===== src/rtl/target_locator.sv =====
// Reduces a binarized pixel stream to one bounding box, centre and hit count per frame.
// Results are registered one cycle after the vsync fall is seen and flagged by a one-cycle result_valid.
module target_locator #(
  parameter int IMG_W      = 640,
  parameter int IMG_H      = 480,
  parameter int MIN_PIXELS = 200,
  localparam int XW = $clog2(IMG_W),
  localparam int YW = $clog2(IMG_H),
  localparam int CW = $clog2(IMG_W*IMG_H+1)
) (
  input  logic          clk,
  input  logic          rst_n,
  input  logic          per_frame_vsync,
  input  logic          per_frame_href,
  input  logic          per_frame_clken,
  input  logic          per_img_Bit,
  output logic [XW-1:0] x_min,
  output logic [XW-1:0] x_max,
  output logic [YW-1:0] y_min,
  output logic [YW-1:0] y_max,
  output logic [XW-1:0] center_x,
  output logic [YW-1:0] center_y,
  output logic [CW-1:0] pix_cnt,
  output logic          target_found,
  output logic          result_valid
);

  typedef enum logic [1:0] {
    WAIT_LOW,
    WAIT_RISE,
    ACTIVE,
    LATCH
  } state_t;

  localparam logic [XW-1:0] X_LAST = XW'(IMG_W - 1);
  localparam logic [YW:0]   Y_END  = (YW+1)'(IMG_H);

  state_t        state, state_nxt;
  logic          vsync_r, href_r;
  logic          vs_rise, vs_fall, hs_fall;
  logic          pix_acc, hit;

  logic [XW-1:0] x;
  logic          x_ovf;
  logic [YW:0]   y;   // one extra bit so the row count can saturate at IMG_H
  logic [CW-1:0] cnt;
  logic [XW-1:0] acc_xmin, acc_xmax;
  logic [YW-1:0] acc_ymin, acc_ymax;

  logic [XW:0]   sum_x;
  logic [YW:0]   sum_y;
  logic          found_c;

  assign vs_rise = per_frame_vsync & ~vsync_r;
  assign vs_fall = ~per_frame_vsync & vsync_r;
  assign hs_fall = ~per_frame_href & href_r;

  assign pix_acc = per_frame_vsync & per_frame_href & per_frame_clken;
  // x never exceeds IMG_W-1, so columns past the line end are rejected by x_ovf alone
  assign hit     = pix_acc & per_img_Bit & ~x_ovf & (y < Y_END);

  assign sum_x   = {1'b0, acc_xmin} + {1'b0, acc_xmax};
  assign sum_y   = {1'b0, acc_ymin} + {1'b0, acc_ymax};
  assign found_c = (32'(cnt) >= 32'(MIN_PIXELS));

  always_ff @(posedge clk or negedge rst_n) begin
    if (!rst_n) begin
      state <= WAIT_LOW;
    end else begin
      state <= state_nxt;
    end
  end

  always_comb begin
    state_nxt = state;
    case (state)
      WAIT_LOW:  if (!per_frame_vsync) state_nxt = WAIT_RISE;
      WAIT_RISE: if (vs_rise)          state_nxt = ACTIVE;
      ACTIVE:    if (vs_fall)          state_nxt = LATCH;
      LATCH:                           state_nxt = WAIT_RISE;
      default:                         state_nxt = WAIT_LOW;
    endcase
  end

  always_ff @(posedge clk or negedge rst_n) begin
    if (!rst_n) begin
      vsync_r  <= 1'b0;
      href_r   <= 1'b0;
      x        <= '0;
      x_ovf    <= 1'b0;
      y        <= '0;
      cnt      <= '0;
      acc_xmin <= '1;
      acc_xmax <= '0;
      acc_ymin <= '1;
      acc_ymax <= '0;
    end else begin
      vsync_r <= per_frame_vsync;
      href_r  <= per_frame_href;
      case (state)
        WAIT_RISE: begin
          if (vs_rise) begin
            x        <= '0;
            x_ovf    <= 1'b0;
            y        <= '0;
            cnt      <= '0;
            acc_xmin <= '1;
            acc_xmax <= '0;
            acc_ymin <= '1;
            acc_ymax <= '0;
          end
        end
        ACTIVE: begin
          if (!vs_fall) begin
            if (pix_acc) begin
              if (x != X_LAST) x <= x + 1'b1;
              else             x_ovf <= 1'b1;
            end
            if (hit) begin
              if (cnt != '1) cnt <= cnt + 1'b1;
              if (x < acc_xmin)          acc_xmin <= x;
              if (x > acc_xmax)          acc_xmax <= x;
              if (y[YW-1:0] < acc_ymin)  acc_ymin <= y[YW-1:0];
              if (y[YW-1:0] > acc_ymax)  acc_ymax <= y[YW-1:0];
            end
            if (hs_fall) begin
              x     <= '0;
              x_ovf <= 1'b0;
              if (y != Y_END) y <= y + 1'b1;
            end
          end
        end
        default: ;
      endcase
    end
  end

  always_ff @(posedge clk or negedge rst_n) begin
    if (!rst_n) begin
      x_min        <= '0;
      x_max        <= '0;
      y_min        <= '0;
      y_max        <= '0;
      center_x     <= '0;
      center_y     <= '0;
      pix_cnt      <= '0;
      target_found <= 1'b0;
      result_valid <= 1'b0;
    end else begin
      result_valid <= 1'b0;
      if (state == LATCH) begin
        result_valid <= 1'b1;
        pix_cnt      <= cnt;
        target_found <= found_c;
        if (found_c) begin
          x_min    <= acc_xmin;
          x_max    <= acc_xmax;
          y_min    <= acc_ymin;
          y_max    <= acc_ymax;
          center_x <= sum_x[XW:1];
          center_y <= sum_y[YW:1];
        end else begin
          x_min    <= '0;
          x_max    <= '0;
          y_min    <= '0;
          y_max    <= '0;
          center_x <= '0;
          center_y <= '0;
        end
      end
    end
  end

endmodule

===== config.mk =====
export PLATFORM = sky130hd
export DESIGN_NAME = target_locator
export DESIGN_NICKNAME = d
export VERILOG_FILES = /design/src/rtl/target_locator.sv
export SDC_FILE = /design/constraint.sdc
export NUM_CORES = 1
export LEC_CHECK = 0
export CAP_MARGIN = 20
export CORE_MARGIN = 3
export CORE_UTILIZATION = 35
export DETAILED_ROUTE_END_ITERATION = 8
export GPL_ROUTABILITY_DRIVEN = 1
export SLEW_MARGIN = 20
export SYNTH_ARGS = -nofsm -noshare
export SYNTH_HDL_FRONTEND = slang
export SYNTH_SLANG_ARGS = --single-unit

===== constraint.sdc =====
create_clock -name clk -period 3 [get_ports clk]
set_clock_uncertainty 0.2 [all_clocks]
set_input_delay 0.3 -clock clk [delete_from_list [all_inputs] [get_ports clk]]
set_output_delay 0.3 -clock clk [all_outputs]
set_load 0.01 [all_outputs]

# Word-level counts from Yosys, hierarchy flattened
# Cells that the tools add are included.
# W data, S select, Z words.
[word_totals] reg_bits=160 latchBits=0 ramBits=0 romBits=0 input_bits=6 out_inout_bits=78 wordCells=126 mem_count=0
[op_classes] add_sub_neg=5 mul=0 div=0 n_lt_le_gt_ge=6 n_eq_ne=21 n_shift=0 muxes=51 bitwise_logic=12 reduce_logical=11
[ops] op="$mux W10" n=18
[ops] op="$mux W9" n=11
[ops] op="$pmux W10 S2" n=4
[ops] op="$mux W19" n=4
[ops] op="$reduce_and A5 Y1" n=8
[ops] op="$pmux W19 S2" n=1
[ops] op="$pmux W9 S2" n=2
[ops] op="$ne A2 B2 Y1 const B" n=12
[ops] op="$add A10 B1 Y10 const B" n=2
[ops] op="$add A19 B1 Y19 const B" n=1
[ops] op="$ge A19 B8 Y1 const B" n=1
[ops] op="$ne A19 B19 Y1 const B" n=1
[ops] op="$add A10 B10 Y11" n=1
[ops] op="$add A9 B9 Y10" n=1
[ops] op="$gt A10 B10 Y1" n=1
[ops] op="$lt A10 B10 Y1" n=1
[ops] op="$lt A10 B9 Y1 const B" n=1
[ops] op="$ne A10 B10 Y1 const B" n=1
[ops] op="$ne A10 B9 Y1 const B" n=1
[ops] op="$gt A9 B9 Y1" n=1
[ops] op="$lt A9 B9 Y1" n=1
[ops] op="$ne A3 B3 Y1 const B" n=3
[ops] op="$and A1 B1 Y1" n=8
[ops] op="$pmux W2 S4" n=1
[ops] op="9 further kinds" n=20

# Longest topological paths before layout
# Gate-level depths: netlist of the first run.
[depth] word_depth=8 ltp_mapped=10 mapped_depth_nobuf=7

# Worst setup path before layout of the first run
# No wires, ideal clock.
[synth_path] path_type="register to register" from="register acc_xmin[5]" to="register acc_xmin[0]" setup_time_ns=0.080 arrival_time_ns=2.132 slack_ns=0.588 stages_incl_launch_ff=7 synth_period_minus_slack_ns=2.412 cell_sequence="dfstp_2 > inv_1 > ha_1 > a211o_1 > a2111oi_1 > o21ai_1 > o22a_1"
[synth_between] elab_chain_len=3
[synth_lines] element="start, declared" line="47" rtl="logic [XW-1:0] acc_xmin, acc_xmax;"
[synth_lines] element="start signal, assigned" line="93" rtl="acc_xmin <= '1;"
[synth_lines] element="start signal, assigned" line="107" rtl="acc_xmin <= '1;"
[synth_lines] element="start signal, assigned" line="121" rtl="if (x < acc_xmin) acc_xmin <= x;"
[synth_lines] element="$lt A10 B10 Y1" line="121"
[synth_lines] element="$ne A2 B2 Y1 (no line)"
[synth_lines] element="$reduce_and A5 Y1 (no line)"
# Every way passes these cells.
# A chain may end at the register's enable or synchronous reset.

# Worst setup path in the final report of the first run
[layout_path] from="register cnt[6]" to="register center_x[9]"
[layout_between] elab_chain_len=2
[layout_lines] element="start, declared" line="46" rtl="logic [CW-1:0] cnt;"
[layout_lines] element="start signal, assigned" line="120" rtl="if (cnt != '1) cnt <= cnt + 1'b1;"
[layout_lines] element="$ge A19 B8 Y1" line="64" rtl="assign found_c = (32'(cnt) >= 32'(MIN_PIXELS));"
[layout_lines] element="$mux W10" line="155" rtl="if (found_c) begin"
[layout_lines] element="end signal, assigned" line="160" rtl="center_x <= sum_x[XW:1];"
[layout_lines] element="end, declared" line="21" rtl="output logic [XW-1:0] center_x,"
# Every way passes these cells.

==> results of run 1 <==
## what timing repair did
item,CTS,global route
hold endpoints to repair,64,0
setup buffers,0,0
hold buffers,1,0
## stage by stage
step / instance area [um2] / util, % / power, uW
final: 10560 / 43.16 / 8802
after global routing: 10560 / 43.16 / 9401
after CTS: 10560 / 43.16 / 8901
after detailed placement: 9993 / 40.85 / 6829
after global placement: 9993 / 40.85 / 6786
after floorplan: 8776 / - / 5427
## power breakdown
part | internal [uW] | leakage [uW] | switching, uW | total (uW)
logic | 1670 | 0.00234 | 1730 | 3400
clock network | 1080 | 0.000263 | 943 | 2030
registers | 2800 | 0.00208 | 569 | 3370
## worst max-delay path: stages, from the launching register on
cell,delay [ps]
dfrtp_1,430
nand2_1,140
o2111ai_1,630
and2_2,890
o21ai_0,220
o2bb2ai_1,180
## sequential cells by signal (all words and copies together) (netlist names), 2 cells and up
name and count:
y_max 9, center_x 10, center_y 9, y_min 9, x_max 10, state 2
cnt 19, acc_xmin 10, x_min 10, acc_ymin 9, acc_ymax 9, pix_cnt 19
acc_xmax 10, x 10, y 10
## cells in the mapped netlist, drive strengths merged (5+ instances only)
cell / number / area share (%)
a2111oi: 5 / 0.94
a211o: 7 / 0.70
a21o: 10 / 0.86
a21oi: 45 / 2.7
a22o: 49 / 4.9
a31oi: 5 / 0.36
a32oi: 9 / 0.90
and2: 5 / 0.36
and3: 8 / 0.58
buf: 18 / 1.2
clkbuf: 20 / 0.86
dfrtp: 141 / 40
dfstp: 19 / 5.7
ha: 62 / 8.8
inv: 62 / 2.7
mux2: 20 / 2.6
mux2i: 28 / 3.2
nand2: 81 / 3.5
nand2b: 13 / 0.93
nand3: 16 / 0.91
nand4: 16 / 1.3
nor2: 30 / 1.3
nor2b: 6 / 0.46
nor3: 11 / 0.76
nor4: 9 / 1.1
o21ai: 27 / 1.5
o22a: 9 / 0.90
o2bb2ai: 5 / 0.50
o31ai: 13 / 1.1
or2: 6 / 0.43
or3: 11 / 0.78
or4: 16 / 1.4
xnor2: 13 / 1.3
## routing by layer
metal	vias to the layer above	part of all wire [%]	track usage (%)	wire length [um]
met5	-	0	0	0
met4	0	0.79	3.306	166
met3	13	3.7	3.102	785
met2	112	46	25.42	9643
met1	3240	50	23.74	10530
li1	3270	-	-	-
## layout make-up
| type | instances | area [um2] |
|---|---|---|
| multi-input combinational | 575 | 4338 |
| clock inverter | 14 | 125.1 |
| fill | 2314 | 13900 |
| timing repair buffer | 100 | 999.7 |
| clock buffer | 18 | 429.2 |
| inverter | 62 | 232.7 |
| sequential | 160 | 4028 |
| tap | 324 | 405.4 |
## cells by family (layout without fill, tap and decap cells)
kind of cell,Yosys count,in the layout,synth area share [%]
and+or+nand+nor,238,238,14.81
AOI/OAI and AO/OA,210,210,17.99
DFF,160,160,45.89
buffers and inverters,100,194,4.748
adders and majority gates,64,64,9.296
muxes,48,48,5.760
xor gates and xnor gates,15,15,1.497
## worst max path at each step
stage	from	endpoint	slack (ps)	depth (start not counted)
2_1_floorplan	acc_xmin[5]	acc_xmin[0]	590	6
3_3_place_gp	per_frame_vsync	cnt[8]	330	7
3_5_place_dp	per_frame_vsync	x[7]	270	6
4_1_cts	state[0]	cnt[15]	290	8
5_1_grt	state[0]	cnt[13]	70	8
6_report	cnt[6]	center_x[9]	230	5
==> impl_metrics.ini, run 1 <==
[timing]
relSlewSlack_pct = 38.42
finalHoldViolCount = 0
whs_ps = 182.5
setup_viol = 0
grt_setup_unrepaired = no
fin_ws_ps = 231.7
setup_tns_ps = 0
fmax_mhz = 361.2
slew_viol_final = 0
worst_slew_pin_slew_ps = 923.7
post-route-period-util_pct = 92.28
fin_crit_ps = 2768

[finish]
antenna_cells = 0
area_delta_synth_final_pct = 20.30
final_net_count = 986
fin_cells = 1253
layout_commonest_cell = dfrtp_1
final_cell_mix = 141 x dfrtp_1, 82 x clkdlybuf4s50_1, 81 x nand2_1, 62 x ha_1, 59 x inv_1
drive_gt1_share_pct = 12.06

[grt]
grt_max_degree = 71
grt_pass1_vias = 6494
gr-total-overflow = 0
grt_antenna_before_repair = 0
track_usage_pct = 16.33
grt_pass1_wl_um = 35080

[clocking]
clock-sinks = 160
cts_resized = 0
cts_tree = yes
clk_pin_slew_ps = 70
insertion_delay_ps = 420
cts_buffers = 17
root_buffer = clkbuf_16
cts.htree.levels = 4
cts_buffer_depth = 2

[synth]
syn-num-nets = 905
synth_area_per_cell_um2 = 10.51
postSynthCellCount = 835
yosys_warnings = 0
ys_types = 75
ys_seq_area_share_pct = 45.89
synthFlopType = dfrtp_1
synth_edf_count = 0
ys_seq_elements = 160
synth-async-reset-ratio_pct = 100.0
syn_area_um2 = 8776

[worst_hold_path]
worstHoldStart = per_frame_href
hold_class = in -> reg
min_path_cells = 1
worst_hold_path.endpoint = href_r

[floorplan]
fp.dieArea_um2 = 27010
coreArea_um2 = 24460
die-width_um = 164.3
start_util_pct = 35.88
chipHeight_um = 164.3
row_count = 57
pin_count = 84

[detailed_routing]
avgRoutedWirePerCell_um = 16.86
wl_um = 21120
vias = 6635
drt_iter0_markers = 329
avgViaCountPerCell = 5.295
drc = 0
ant_nets = 0
drt_first_pass_iters = 4

[placed_design]
post-place-ws_ps = 267.1
dp_cells = 1220
io_buffers = 83
hpwl_um = 14970
routabilityCongestion = 0.8264

[critical_path]
startpoint_type = flip-flop
cp_max_fo = 52
worstSetupEndpointType = flip-flop
rrSetupSlack_ps = 230
r2r-start = cnt[6]
reg2regPathDepth = 5
cp.arrival_ps = 2920
reg2reg_to = center_x[9]
cp_data_required_time_ps = 3150
crit_type = reg -> reg

[run]
drv_cap = 0

[power_and_ir_drop]
irDropWorstVdd_mv = 0.4070
cellLeakagePower_uw = 0.004681
power_density_nw_per_um2 = 833.7

[run_status]
status = finished, final reports clean
Power figures use the tool's default switching activity.
==> run 2, diff against run 1 <==
--- a/config.mk
+++ b/config.mk
@@ -10,7 +10,6 @@
 export CORE_UTILIZATION = 35
 export DETAILED_ROUTE_END_ITERATION = 8
 export GPL_ROUTABILITY_DRIVEN = 1
-export SLEW_MARGIN = 20
 export SYNTH_ARGS = -nofsm -noshare
 export SYNTH_HDL_FRONTEND = slang
 export SYNTH_SLANG_ARGS = --single-unit
==> results of run 2 <==
Final layout, timing and power as in run 1 (identical DEF).
==> run 3, diff against run 2 <==
--- a/config.mk
+++ b/config.mk
@@ -8,6 +8,7 @@
 export CAP_MARGIN = 20
 export CORE_MARGIN = 3
 export CORE_UTILIZATION = 35
+export CTS_CLUSTER_SIZE = 28
 export DETAILED_ROUTE_END_ITERATION = 8
 export GPL_ROUTABILITY_DRIVEN = 1
 export SYNTH_ARGS = -nofsm -noshare
==> results of run 3 <==
Final layout, timing and power as in run 1 (identical DEF).
